`config.mk`:
```
export PLATFORM = sky130hd
export DESIGN_NAME = bcd_counter_n
export DESIGN_NICKNAME = d
export VERILOG_FILES = /design/src/rtl/bcd_pkg.sv /design/src/rtl/bcd_digit.sv /design/src/rtl/bcd_counter_n.sv
export SDC_FILE = /design/constraint.sdc
export NUM_CORES = 1
export LEC_CHECK = 0
export CORE_MARGIN = 8
export CORE_UTILIZATION = 54
export DETAILED_ROUTE_END_ITERATION = 10
export HOLD_SLACK_MARGIN = 0.08
export PLACE_DENSITY = 0.86
export RECOVER_POWER = 50
export SLEW_MARGIN = 10
export SYNTH_ARGS = -nofsm -noshare
export SYNTH_HDL_FRONTEND = slang
export SYNTH_SLANG_ARGS = --single-unit
```
`constraint.sdc`:
```
create_clock -name clk_used -period 7.05 [get_ports clk_used]
set_input_delay 2.115 -clock clk_used [delete_from_list [all_inputs] [get_ports clk_used]]
set_output_delay 2.115 -clock clk_used [all_outputs]
set_load 0.05 [all_outputs]
```
`src/rtl/bcd_pkg.sv`:
```
// Shared definitions for the BCD digit counters: digit type, digit bounds
// and the nibble clamp applied to parallel preset values.
package bcd_pkg;

    // One binary-coded decimal digit.
    typedef logic [3:0] bcd_digit_t;

    localparam bcd_digit_t BCD_MAX = 4'd9;
    localparam bcd_digit_t BCD_MIN = 4'd0;

    // Force any non-decimal nibble (A..F) down to 9 so the count register
    // can never hold an invalid digit.
    function automatic bcd_digit_t bcd_clamp(input logic [3:0] nib);
        bcd_digit_t res;
        if (nib > BCD_MAX) begin
            res = BCD_MAX;
        end else begin
            res = nib;
        end
        return res;
    endfunction

endpackage : bcd_pkg

```
`src/rtl/bcd_digit.sv`:
```
// One decade of the BCD counter. Purely combinational: given the current
// digit, the step enable, the direction and the carry/borrow from the less
// significant digit, produce the stepped digit and the carry/borrow out.
// Instances chain combinationally so a full ripple resolves in one cycle.
module bcd_digit
    import bcd_pkg::*;
(
    input  logic [3:0] i_value,
    input  logic       i_step_en,
    input  logic       i_dir,
    input  logic       i_cin,
    output logic [3:0] o_next,
    output logic       o_cout
);

    // Step this digit only when the counter steps and the lower digits rolled over.
    always_comb begin
        o_next = i_value;
        o_cout = 1'b0;
        if (i_step_en && i_cin) begin
            if (i_dir) begin
                if (i_value == BCD_MAX) begin
                    o_next = BCD_MIN;
                    o_cout = 1'b1;
                end else begin
                    o_next = i_value + 4'd1;
                    o_cout = 1'b0;
                end
            end else begin
                if (i_value == BCD_MIN) begin
                    o_next = BCD_MAX;
                    o_cout = 1'b1;
                end else begin
                    o_next = i_value - 4'd1;
                    o_cout = 1'b0;
                end
            end
        end else begin
            o_next = i_value;
            o_cout = 1'b0;
        end
    end

endmodule : bcd_digit

```
`src/rtl/bcd_counter_n.sv`:
```
// N-digit BCD up/down counter with saturate or wrap mode, synchronous clear,
// clamped parallel preset, terminal-count pulse and optional compare match.
// Optional feature macro: BCD_COUNTER_MATCH_EN adds match_val / match.
// Priority per cycle: rst (active low) > clr > load > step (run & tick).
module bcd_counter_n
    import bcd_pkg::*;
#(
    parameter int DIGITS = 4,
    parameter int WRAP   = 0
) (
    input  logic                  clk_used,
    input  logic                  rst,
    input  logic                  clr,
    input  logic                  load,
    input  logic [4*DIGITS-1:0]   load_val,
    input  logic                  run,
    input  logic                  tick,
    input  logic                  dir,
`ifdef BCD_COUNTER_MATCH_EN
    input  logic [4*DIGITS-1:0]   match_val,
    output logic                  match,
`endif
    output logic [4*DIGITS-1:0]   count,
    output logic                  at_max,
    output logic                  at_min,
    output logic                  tc
);

    localparam int W = 4 * DIGITS;

    logic [W-1:0]      r_count;
    logic              r_tc;

    logic              w_step;
    logic [DIGITS:0]   w_carry;
    logic [W-1:0]      w_step_val;
    logic [W-1:0]      w_load_clamped;
    logic [DIGITS-1:0] w_dig_max;
    logic [DIGITS-1:0] w_dig_min;
    logic [W-1:0]      w_count_nxt;
    logic              w_tc_nxt;
    logic              w_at_term;

    assign w_step     = run & tick;
    // The least significant digit always sees a carry-in; a carry out of
    // the most significant digit means the step started at the terminal state.
    assign w_carry[0] = 1'b1;
    assign w_at_term  = w_carry[DIGITS];

    genvar k;
    generate
        for (k = 0; k < DIGITS; k++) begin : g_digit
            bcd_digit u_digit (
                .i_value   (r_count[4*k +: 4]),
                .i_step_en (w_step),
                .i_dir     (dir),
                .i_cin     (w_carry[k]),
                .o_next    (w_step_val[4*k +: 4]),
                .o_cout    (w_carry[k+1])
            );
            assign w_dig_max[k] = (r_count[4*k +: 4] == BCD_MAX);
            assign w_dig_min[k] = (r_count[4*k +: 4] == BCD_MIN);
        end
    endgenerate

    // Clamp every preset nibble to a legal decimal digit.
    always_comb begin
        w_load_clamped = {W{1'b0}};
        for (int i = 0; i < DIGITS; i++) begin
            w_load_clamped[4*i +: 4] = bcd_clamp(load_val[4*i +: 4]);
        end
    end

    // Next count and terminal-count pulse, resolved by clr > load > step priority.
    always_comb begin
        w_count_nxt = r_count;
        w_tc_nxt    = 1'b0;
        if (clr) begin
            w_count_nxt = {W{1'b0}};
            w_tc_nxt    = 1'b0;
        end else if (load) begin
            w_count_nxt = w_load_clamped;
            w_tc_nxt    = 1'b0;
        end else if (w_step) begin
            w_tc_nxt = w_at_term;
            if (w_at_term && (WRAP == 0)) begin
                w_count_nxt = r_count;
            end else begin
                w_count_nxt = w_step_val;
            end
        end else begin
            w_count_nxt = r_count;
            w_tc_nxt    = 1'b0;
        end
    end

    // Count and terminal-count registers with synchronous active-low reset.
    always_ff @(posedge clk_used) begin
        if (!rst) begin
            r_count <= {W{1'b0}};
            r_tc    <= 1'b0;
        end else begin
            r_count <= w_count_nxt;
            r_tc    <= w_tc_nxt;
        end
    end

`ifdef BCD_COUNTER_MATCH_EN
    logic r_match;
    logic w_match_nxt;

    // Pulse only when a load or step lands on match_val; clr and idle cycles never pulse.
    always_comb begin
        w_match_nxt = 1'b0;
        if (!clr && (load || w_step)) begin
            w_match_nxt = (w_count_nxt == match_val);
        end else begin
            w_match_nxt = 1'b0;
        end
    end

    // Compare-match pulse register, cleared by reset.
    always_ff @(posedge clk_used) begin
        if (!rst) begin
            r_match <= 1'b0;
        end else begin
            r_match <= w_match_nxt;
        end
    end

    assign match = r_match;
`endif

    assign count  = r_count;
    assign tc     = r_tc;
    assign at_max = &w_dig_max;
    assign at_min = &w_dig_min;

endmodule : bcd_counter_n

```
==> out/qor.yml <==
maxCapViolCount: 0
p_total_w: 0.000271
clk_pin_slew_ns: 0.11
synth_cells: 231
m1WireLength_mm: 2.01
p_int_w: 0.000165
worstMarginPinSlew_ns: 1.07
hold_violations: 0
met2WireLength_mm: 2.15
std_cell_rows: 20
synth_area_sq_um: 1710
grt_setup_unrepaired: "false"
avgSynthCellArea_sq_um: 7.39
grt_pass1_wl_mm: 7.90
postCtsSetupRepairBufs: 0
synthTopCellsByArea: "dfxtp_1, a21oi_1, nor2_1, o21ai_0, clkbuf_1"
min_period_ns: 4.97
seq_power_share_pct: 41.2
dr.pass1.iters: 4
antenna_left: 0
fin_setup_tns_ns: 0
cts_tree: "yes"
io_pins: 42
area.growth.synth_to_final_pct: 23.2
synth_top_area_share_pct: 19.9
gr-total-overflow: 0
place_area_sq_um: 2080
start_util_pct: 56.4
synthFlopType: "dfxtp_1"
numCtsBuffers: 3
yosysWarnings: 0
power.density_nw_per_um2: 129
outcome: "finished, final reports clean"
ctsHoldBuffers: 0
cp.required_ns: 4.93
place.detailed.hpwl_mm: 3.33
clkLatencyLatePin_ns: 0.31
cts_root_buffer: "clkbuf_4"
htreeDepth: 1
start_kind: "flop"
cellLeakagePower_nw: 0.759
synth_top_area_cell: "dfxtp_1"
gp_congestion: 0.886
ys_seq_area_share_pct: 19.9
core_sq_um: 3030
top_layer_used: "met4"
critPathMaxFanout: 11
clock.fmax_ghz: 0.201
synth_edf_count: 0
maxSlewHeadroom_pct: 28.2
drive_above_1_share_pct: 5.51
power.switching_w: 0.000106
p_comb_share_pct: 37.9
p_sw_share_pct: 39.2
clk_path_buf_depth: 2
vias: 1916
die_w_microns: 72.2
finish.utilization_pct: 69.4
track_usage_pct: 18.2
peakVddDrop_mv: 0.0935
synth_fp_nets: 254
clock_power_share_pct: 20.8
num_antenna_cells: 0
first_global_vias: 1716
fin_nets: 278
drt-vias-per-instance: 6.43
fin_area_sq_um: 2100
hp-class: "reg -> reg"
grt_max_degree: 28
finalSetupViolCount: 0
drtIter0Drc: 241
wl_met3_microns: 383
antenna_found_initial: 0
crit_type: "reg -> out"
slew_viol_final: 0
cp-end-kind: "primary output"
async_flop_share_pct: 0
portBuffers: 41
n_fill_cell: 269
die_area_sq_um: 5220
ys_types: 61
wl_per_cell_microns: 15.4
cts_sinks: 17
skew_ns: 0.00744
cts_repair_resize_count: 0
die_h_microns: 72.2
critPathArrivalTime_ns: 2.85
timing.final.crit_share_pct: 70.5
drc: 0
synth-seq-cells: 17
wirelength_mm: 4.60
==> worst max-delay path, cell delays in order (launching register included) <==
cell and delay (ns):
dfxtp_1 0.43, or4_4 0.61, or3_1 0.39, nor3_1 0.25
clkdlybuf4s50_1 0.85
==> worst paths after layout <==
| kind | end | startpoint | slack (ns) | cells past startpoint |
|---|---|---|---|---|
| setup / recovery | at_min | count[10] | 2.08 | 4 |
| hold / removal | count[14] | count[14] | 0.60 | 2 |
| setup reg to reg | count[2] | count[0] | 4.60 | 5 |
| hold reg to reg | count[14] | count[14] | 0.60 | 2 |
==> layout by cell type, fill, tap and decap left out, types with 3 or more instances in the layout <==
cell type and instances:
or4_1 3, a31oi_1 5, inv_1 12, nand2b_1 4, nand2_1 12, dlygate4sd3_1 18
or3_1 4, o21ai_0 13, xor2_1 4, a211oi_1 7, dfxtp_1 17, nor3_1 10
o211ai_1 3, and3_1 6, xnor2_1 4, nor2_1 18, o21a_1 3, nand3_1 8
nor4b_1 3, nor4_1 3, a21oi_1 15, clkdlybuf4s50_1 23, a2111oi_0 3, clkbuf_4 3
==> stage by stage <==
stage / worst slack (ns) / hold slack, ns / cells
5_1_grt: 1.98 / 0.640 / 298
3_3_place_gp: 2.11 / 0.578 / 294
2_1_floorplan: 2.19 / 0.796 / 231
4_1_cts: 2.11 / 0.594 / 298
6_report: 2.08 / 0.596 / 298
3_5_place_dp: 2.07 / 0.582 / 294
==> cells in the mapped netlist, types with 3 or more instances <==
| cell | count |
|---|---|
| a2111oi_0 | 3 |
| a211oi_1 | 7 |
| a21oi_1 | 15 |
| a31oi_1 | 5 |
| and3_1 | 6 |
| buf_1 | 3 |
| clkbuf_1 | 16 |
| dfxtp_1 | 17 |
| inv_1 | 12 |
| nand2_1 | 12 |
| nand2b_1 | 4 |
| nand3_1 | 8 |
| nor2_1 | 18 |
| nor3_1 | 10 |
| nor4_1 | 3 |
| nor4b_1 | 3 |
| o211ai_1 | 3 |
| o21a_1 | 3 |
| o21ai_0 | 13 |
| or3_1 | 4 |
| or4_1 | 3 |
| xnor2_1 | 4 |
| xor2_1 | 4 |
==> power by group through the flow <==
| stage | registers [W] | clock network (W) | logic, W |
|---|---|---|---|
| final | 0.000112 | 0.0000565 | 0.000103 |
| after CTS | 0.000112 | 0.0000570 | 0.000104 |
| after global placement | 0.000114 | 0 | 0.000102 |
| after global routing | 0.000113 | 0.0000623 | 0.000112 |
| after floorplan | 0.000119 | 0 | 0.0000664 |
| after detailed placement | 0.000114 | 0 | 0.000104 |
==> layout make-up <==
cell class	count	area, sq um	area share (%)
Clock buffer	4	26.3	1.25
Inverter	13	48.8	2.32
Timing Repair Buffer	42	418	19.9
Tap cell	44	55.1	2.62
Multi-Input combinational cell	178	1210	57.7
Sequential cell	17	340	16.2
==> sequential cells by signal, summed over array words and instances, names as in the netlist <==
| name | cells |
|---|---|
| count | 16 |
| tc | 1 |
==> routing by layer <==
layer	up-vias	GRT usage [%]
met3	5	3.86
met4	0	5.90
met5	-	0
li1	943	-
met2	74	28.8
met1	894	23.7
==> cell families (layout without fill, tap and decap cells) <==
logic type      after synthesis  after routing  share of synthesized area (%)
compound gates               83             83                           37.5
xor+xnor                      8              8                           4.11
flops                        17             17                           19.9
buf+inv                      36             59                           8.94
simple gates                 86             86                           29.0
mux                           1              1                          0.587
Power figures use the tool's default switching activity.
